===== config.mk =====
export PLATFORM = sky130hd
export DESIGN_NAME = a_buffer_loader
export DESIGN_NICKNAME = d
export VERILOG_FILES = /design/src/rtl/a_buffer_loader.sv
export SDC_FILE = /design/constraint.sdc
export NUM_CORES = 1
export LEC_CHECK = 0
export BUFFER_PORTS_ARGS = -buffer_cell sky130_fd_sc_hd__buf_2
export CORE_UTILIZATION = 58
export CTS_CLUSTER_DIAMETER = 150
export DETAILED_ROUTE_END_ITERATION = 6
export GPL_TIMING_DRIVEN = 0
export PLACE_DENSITY = 0.77
export SYNTH_ARGS = -nofsm -noshare
export SYNTH_HDL_FRONTEND = slang
export SYNTH_SLANG_ARGS = --single-unit

===== constraint.sdc =====
create_clock -name clk -period 4.6 [get_ports clk]
set_clock_uncertainty 0.1 [all_clocks]
set_input_delay 0.46 -clock clk [delete_from_list [all_inputs] [get_ports clk]]
set_output_delay 0.46 -clock clk [all_outputs]
set_load 0.05 [all_outputs]

===== src/rtl/a_buffer_loader.sv =====
// Streams a rows x depth tile from the global BRAM into the per-row activation RAMs.
// Reads are issued from registered outputs; the matching row write lands one cycle later with the BRAM data.
module a_buffer_loader #(
  parameter int ARRAY_N         = 8,
  parameter int ACT_WIDTH       = 8,
  parameter int RAM_SIZE        = 1024,
  parameter int ADDR_WIDTH      = $clog2(RAM_SIZE),
  parameter int BRAM_ADDR_WIDTH = 16
) (
  input  logic                       clk,
  input  logic                       reset,
  input  logic                       start,
  input  logic [BRAM_ADDR_WIDTH-1:0] cfg_bram_base,
  input  logic [ADDR_WIDTH-1:0]      cfg_buf_base,
  input  logic [$clog2(ARRAY_N):0]   cfg_num_rows,
  input  logic [ADDR_WIDTH:0]        cfg_depth,
  input  logic                       stall,
  output logic                       bram_rd_en,
  output logic [BRAM_ADDR_WIDTH-1:0] bram_rd_addr,
  input  logic [ACT_WIDTH-1:0]       bram_rd_data,
  output logic [ARRAY_N-1:0]         bram_to_ram_w_en,
  output logic [ADDR_WIDTH-1:0]      bram_to_ram_w_addr,
  output logic [ACT_WIDTH-1:0]       bram_to_ram_w_data,
  output logic                       busy,
  output logic                       done
);

  localparam int ROW_W = $clog2(ARRAY_N) + 1;
  localparam int DEP_W = ADDR_WIDTH + 1;

  typedef enum logic [1:0] {
    S_IDLE,
    S_LOAD,
    S_DRAIN,
    S_DONE
  } state_t;

  state_t                     r_state;
  logic [ROW_W-1:0]           r_num_rows;
  logic [DEP_W-1:0]           r_depth;
  logic [ADDR_WIDTH-1:0]      r_buf_base;
  logic [ROW_W-1:0]           r_row;
  logic [DEP_W-1:0]           r_col;
  logic [BRAM_ADDR_WIDTH-1:0] r_ptr;
  logic                       r_all_issued;
  logic                       r_rd_en;
  logic [BRAM_ADDR_WIDTH-1:0] r_rd_addr;
  logic [ROW_W-1:0]           r_rd_row;
  logic [ADDR_WIDTH-1:0]      r_rd_col;
  logic [ARRAY_N-1:0]         r_w_en;
  logic [ADDR_WIDTH-1:0]      r_w_addr;
  logic                       r_busy;
  logic                       r_done;

  logic [ROW_W-1:0]           w_cfg_rows;
  logic                       w_start_ok;
  logic                       w_issue;
  logic [ROW_W-1:0]           w_cur_row;
  logic [DEP_W-1:0]           w_cur_col;
  logic [BRAM_ADDR_WIDTH-1:0] w_cur_ptr;
  logic [DEP_W-1:0]           w_cur_depth;
  logic [ROW_W-1:0]           w_cur_rows;
  logic                       w_last_col;
  logic                       w_last;
  logic [ROW_W-1:0]           w_next_row;
  logic [DEP_W-1:0]           w_next_col;

  // The first read is issued on the same edge that accepts start, so the
  // read cursor comes straight from the cfg inputs while still in IDLE.
  always_comb begin
    // NOTE: every signal gets a default first so no path can infer a latch.
    w_cfg_rows  = '0;
    w_start_ok  = 1'b0;
    w_issue     = 1'b0;
    w_cur_row   = r_row;
    w_cur_col   = r_col;
    w_cur_ptr   = r_ptr;
    w_cur_depth = r_depth;
    w_cur_rows  = r_num_rows;
    w_last_col  = 1'b0;
    w_last      = 1'b0;
    w_next_row  = r_row;
    w_next_col  = r_col;

    w_cfg_rows = (cfg_num_rows > ROW_W'(ARRAY_N)) ? ROW_W'(ARRAY_N) : cfg_num_rows;
    w_start_ok = (r_state == S_IDLE) && start && (w_cfg_rows != '0) && (cfg_depth != '0);

    if (r_state == S_IDLE) begin
      w_cur_row   = '0;
      w_cur_col   = '0;
      w_cur_ptr   = cfg_bram_base;
      w_cur_depth = cfg_depth;
      w_cur_rows  = w_cfg_rows;
    end

    w_issue    = !stall && (w_start_ok || ((r_state == S_LOAD) && !r_all_issued));
    w_last_col = (w_cur_col == w_cur_depth - DEP_W'(1));
    w_last     = w_last_col && (w_cur_row == w_cur_rows - ROW_W'(1));
    w_next_col = w_last_col ? '0 : w_cur_col + DEP_W'(1);
    w_next_row = w_last_col ? w_cur_row + ROW_W'(1) : w_cur_row;
  end

  always_ff @(posedge clk or negedge reset) begin
    if (!reset) begin
      r_state      <= S_IDLE;
      r_num_rows   <= '0;
      r_depth      <= '0;
      r_buf_base   <= '0;
      r_row        <= '0;
      r_col        <= '0;
      r_ptr        <= '0;
      r_all_issued <= 1'b0;
      r_rd_en      <= 1'b0;
      r_rd_addr    <= '0;
      r_rd_row     <= '0;
      r_rd_col     <= '0;
      r_w_en       <= '0;
      r_w_addr     <= '0;
      r_busy       <= 1'b0;
      r_done       <= 1'b0;
    end else begin
      // NOTE: state uses non-blocking assignments so every register samples pre-edge values.
      r_rd_en  <= w_issue;
      r_w_en   <= r_rd_en ? (ARRAY_N'(1) << r_rd_row) : '0;
      r_w_addr <= r_buf_base + r_rd_col;

      case (r_state)
        S_IDLE: begin
          r_done <= 1'b0;
          if (start) begin
            r_num_rows   <= w_cfg_rows;
            r_depth      <= cfg_depth;
            r_buf_base   <= cfg_buf_base;
            r_row        <= '0;
            r_col        <= '0;
            r_ptr        <= cfg_bram_base;
            r_all_issued <= 1'b0;
            r_busy       <= 1'b1;
            r_state      <= w_start_ok ? S_LOAD : S_DRAIN;
          end
        end
        S_LOAD: begin
          if (r_all_issued) r_state <= S_DRAIN;
        end
        S_DRAIN: begin
          r_state <= S_DONE;
          r_done  <= 1'b1;
        end
        S_DONE: begin
          r_state <= S_IDLE;
          r_done  <= 1'b0;
          r_busy  <= 1'b0;
        end
        default: r_state <= S_IDLE;
      endcase

      // Placed after the case so an issue on the start edge overrides the cursor reset.
      if (w_issue) begin
        r_rd_addr    <= w_cur_ptr;
        r_rd_row     <= w_cur_row;
        r_rd_col     <= w_cur_col[ADDR_WIDTH-1:0];
        r_row        <= w_next_row;
        r_col        <= w_next_col;
        r_ptr        <= w_cur_ptr + BRAM_ADDR_WIDTH'(1);
        r_all_issued <= w_last;
      end
    end
  end

  assign bram_rd_en         = r_rd_en;
  assign bram_rd_addr       = r_rd_addr;
  assign bram_to_ram_w_en   = r_w_en;
  assign bram_to_ram_w_addr = r_w_addr;
  assign bram_to_ram_w_data = bram_rd_data;
  assign busy               = r_busy;
  assign done               = r_done;

endmodule


==> impl_results.md <==
* Status: complete, no violations
* Post-synthesis mux area share at under 10%
* Clock Latency Late Sink at 0.41 ns
* Setup TNS Final at 0 ns
* Slew at the pin with the worst max-slew slack at 0.687 ns
* Drt first pass iters at 6
* Syn Area/Cell at roughly 9.6 um^2
* Max Fanout on Critical Path at 10
* Synth Net Count at 751
* Worst path bufs/invs at 9
* Finished Cell Area at 7370 um^2
* #FFs+latches synth at 110
* Initial antenna violation count at 0
* Max Cap Violations at 0
* Die Y at around 110 um
* TritonCTS Buffers at 9
* Grt ovf at 0
* Antenna diodes at 0
* Non-filler cells, final at approximately 930
* Critical path's slowest cell: dfrtp_1
* Starting density of the core at between 50% and 60%
* DP HPWL at 12.3 mm
* CTS tree: done
* First-pass GRT wire length at about 27 mm
* Area grow syn2layout at 13.4%
* Synthesized cell area at 6500 um^2
* Share of post-route cells with drive strength above 1 at between 20% and 30%
* Final wirelength at 16.9 mm
* H-Tree Depth at 3
* Startpoint Class: flop
* Period minus WS final at roughly 4.4 ns
* Register-to-register setup slack at 0.21 ns
* Synth Instances at 679
* Clock slew at reported path FFs at 0.12 ns
* Worst path max stage delay at between 0.4 and 0.5 ns
* Seq/Total Area, Yosys at a little over two fifths
* Leak Pwr at around 3.6 nW
* EDFF count, synth at 0
* Synth Area in Compound Gates at 15.6%
* Part of the cycle the worst path needs at 95.4%
* Largest net degree at the start of global routing at 67
* Clock sink count at 110
* Via count at 5665
* Min-delay worst type: input pin to flop
* Req. time, crit path at about 4.8 ns
* RSZ-0062 raised after global routing: false
* Dpl cells at 908
* Final Setup Violations at 0
* Ys Warns at 0
* XOR/XNOR share of the synthesized area at around 5%
* Setup ws final at between 0.2 and 0.25 ns
* Crit Path Category: flop to flop
* Clock tree buffer depth at 2
* Number of global-route vias before repair at 5374
* Top Family by Delay on Critical Path: buffers and inverters
* DP Area at 7140 um^2
* Fraction of registers with async set/reset at 100%
* Root Buffer: clkbuf_8
* Final total power at 2.36 mW
* VDD IR-drop max at 0.000296 V
* Largest family of logic cells by synthesized area: simple AND/OR/NAND/NOR gates
* Via density per instance at 6.12
* CP most frequent cell: buf_6
* Iter 0 DRT Violations at 518
* Post-Synth Adder-Cell Area at 3.77%
* Setup crit end kind: flop
* Max Freq at 228 MHz
* All-layer global routing usage at 30.6%
* Drc violations at 0
* Avg WL per Cell at 18.3 um
* P per Cell Area at about 320 nW/um^2
* Core box area at 10900 um^2
* Post-layout net count at between 800 and 900
* Crit path DAT at 4.61 ns
* Die Wd at 108 um
* Die area at about 12000 um^2
* Row count at 38
* GPL Wtd Cong at 0.918
* Final Hold Fails at 0
* CP cell instances: inv_1 -> ha_1 -> buf_6 -> buf_6 -> buf_12 -> buf_6 -> buf_2 -> buf_2 -> clkbuf_4 -> mux2i_1 -> ha_1 -> xnor2_1 -> o31ai_1 -> and4_1 -> and4_1 -> buf_4 -> a31oi_1 -> nor3_1
* Pre-CTS setup slack at ~0.20 ns
* Final ANT Viol Nets at 0
* Primary FF master, synth: dfrtp_1
* Port Buffer Count at 88
* Final Max Tran Viols at 0
* Simple-Gate Fraction of Synth Area at 19.0%
* Slew headroom at 54.2%
* Unique masters post-synth at 73
* I/O pin count at a little under 100
-- final timing paths --
| check | startpoint | end | cells past startpoint |
|---|---|---|---|
| max | r_state[1] | r_row[2] | 18 |
| min in group asynchronous | reset | bram_to_ram_w_addr[9] | 2 |
| max reg2reg | r_state[1] | r_row[2] | 18 |
| min reg2reg | bram_rd_addr[3] | bram_rd_addr[3] | 2 |
| max in group asynchronous | reset | bram_rd_addr[11] | 3 |
| min | cfg_buf_base[8] | r_buf_base[8] | 2 |
-- cells in the final DEF, fill, tap and decap left out, types with 12 or more instances in the layout --
master / count
buf_2: 102
nor2_1: 30
inv_1: 20
nand3_1: 23
xor2_1: 17
a21oi_1: 20
nand2_1: 103
buf_4: 14
dfrtp_1: 110
o21ai_0: 45
nand2b_1: 12
ha_1: 18
nor2b_1: 15
mux2i_1: 27
xnor2_1: 21
mux2_2: 27
nor3_1: 14
-- cell usage after synthesis, drive strengths merged, types with 6 or more instances --
cell type / instances / area [um^2]
xor2: 17 / 149
a21oi: 23 / 134
nand2: 104 / 398
a32oi: 6 / 52.6
xnor2: 21 / 184
dfrtp: 110 / 2750
nand3: 25 / 143
nor4: 9 / 56.3
clkbuf: 7 / 26.3
inv: 21 / 78.8
and3: 9 / 56.3
a31oi: 9 / 56.3
o22ai: 6 / 50.0
nor3: 15 / 80.1
ha: 18 / 225
mux2i: 27 / 270
nor2: 32 / 125
nor2b: 15 / 93.8
o21ai: 50 / 250
a21o: 6 / 45.0
nand2b: 12 / 75.1
nand3b: 6 / 45.0
o211ai: 8 / 60.1
mux2: 27 / 304
buf: 34 / 235
-- cell families (layout without fill, tap and decap cells) --
kind of cell | count (synthesis) | in the layout
AO/OA/AOI/OAI | 149 | 149
XOR/XNOR | 38 | 38
adder cells (fa/ha/maj) | 19 | 19
buffers and inverters | 62 | 168
flip-flops | 110 | 110
multiplexers | 54 | 54
AND/OR/NAND/NOR | 247 | 247
-- cell type report --
class	instances	area, um^2
clock inverters	7	72.6
repair buffers	90	480
fillers	903	3520
clock buffers	9	124
plain buffers	41	264
flip-flops and latches	110	2750
inverters	21	78.8
multi-input cells	507	3420
well taps	140	175
-- metal layers --
layer | GRT usage [%] | part of all wire (%)
met1 | 41.5 | 44
met2 | 48.7 | 47
met3 | 7.08 | 7.7
met4 | 9.10 | 1.6
met5 | 0 | 0
-- per-stage QoR --
stage / hold slack (ns) / util [%]
2_1_floorplan: 0.0644 / -
3_3_place_gp: 0.359 / 65.3
3_5_place_dp: 0.367 / 65.6
4_1_cts: 0.156 / 67.5
5_1_grt: 0.166 / 67.7
6_report: 0.168 / 67.7
-- state kept, by name, indices dropped and copies added, names as in the netlist, 8 cells and up --
register            cells
bram_rd_addr           16
bram_to_ram_w_addr     10
bram_to_ram_w_en        8
r_buf_base             10
r_col                  11
r_depth                11
r_ptr                  16
r_rd_col               10
-- power breakdown --
part / internal (mW) / total (mW) / switching (mW) / leakage (nW)
clock: 0.210 / 0.585 / 0.375 / 0.0929
sequential: 1.07 / 1.16 / 0.0892 / 1.44
combinational: 0.203 / 0.610 / 0.407 / 2.08
total: 1.48 / 2.36 / 0.872 / 3.62
-- timing repair --
action	CTS	global route
setup endpoints to repair	0	14
gates resized for setup	0	3
endpoints found under the hold margin	44	0
setup buffers	0	0
hold buffers	1	0
Note: power is estimated with default switching activity, not from simulation.
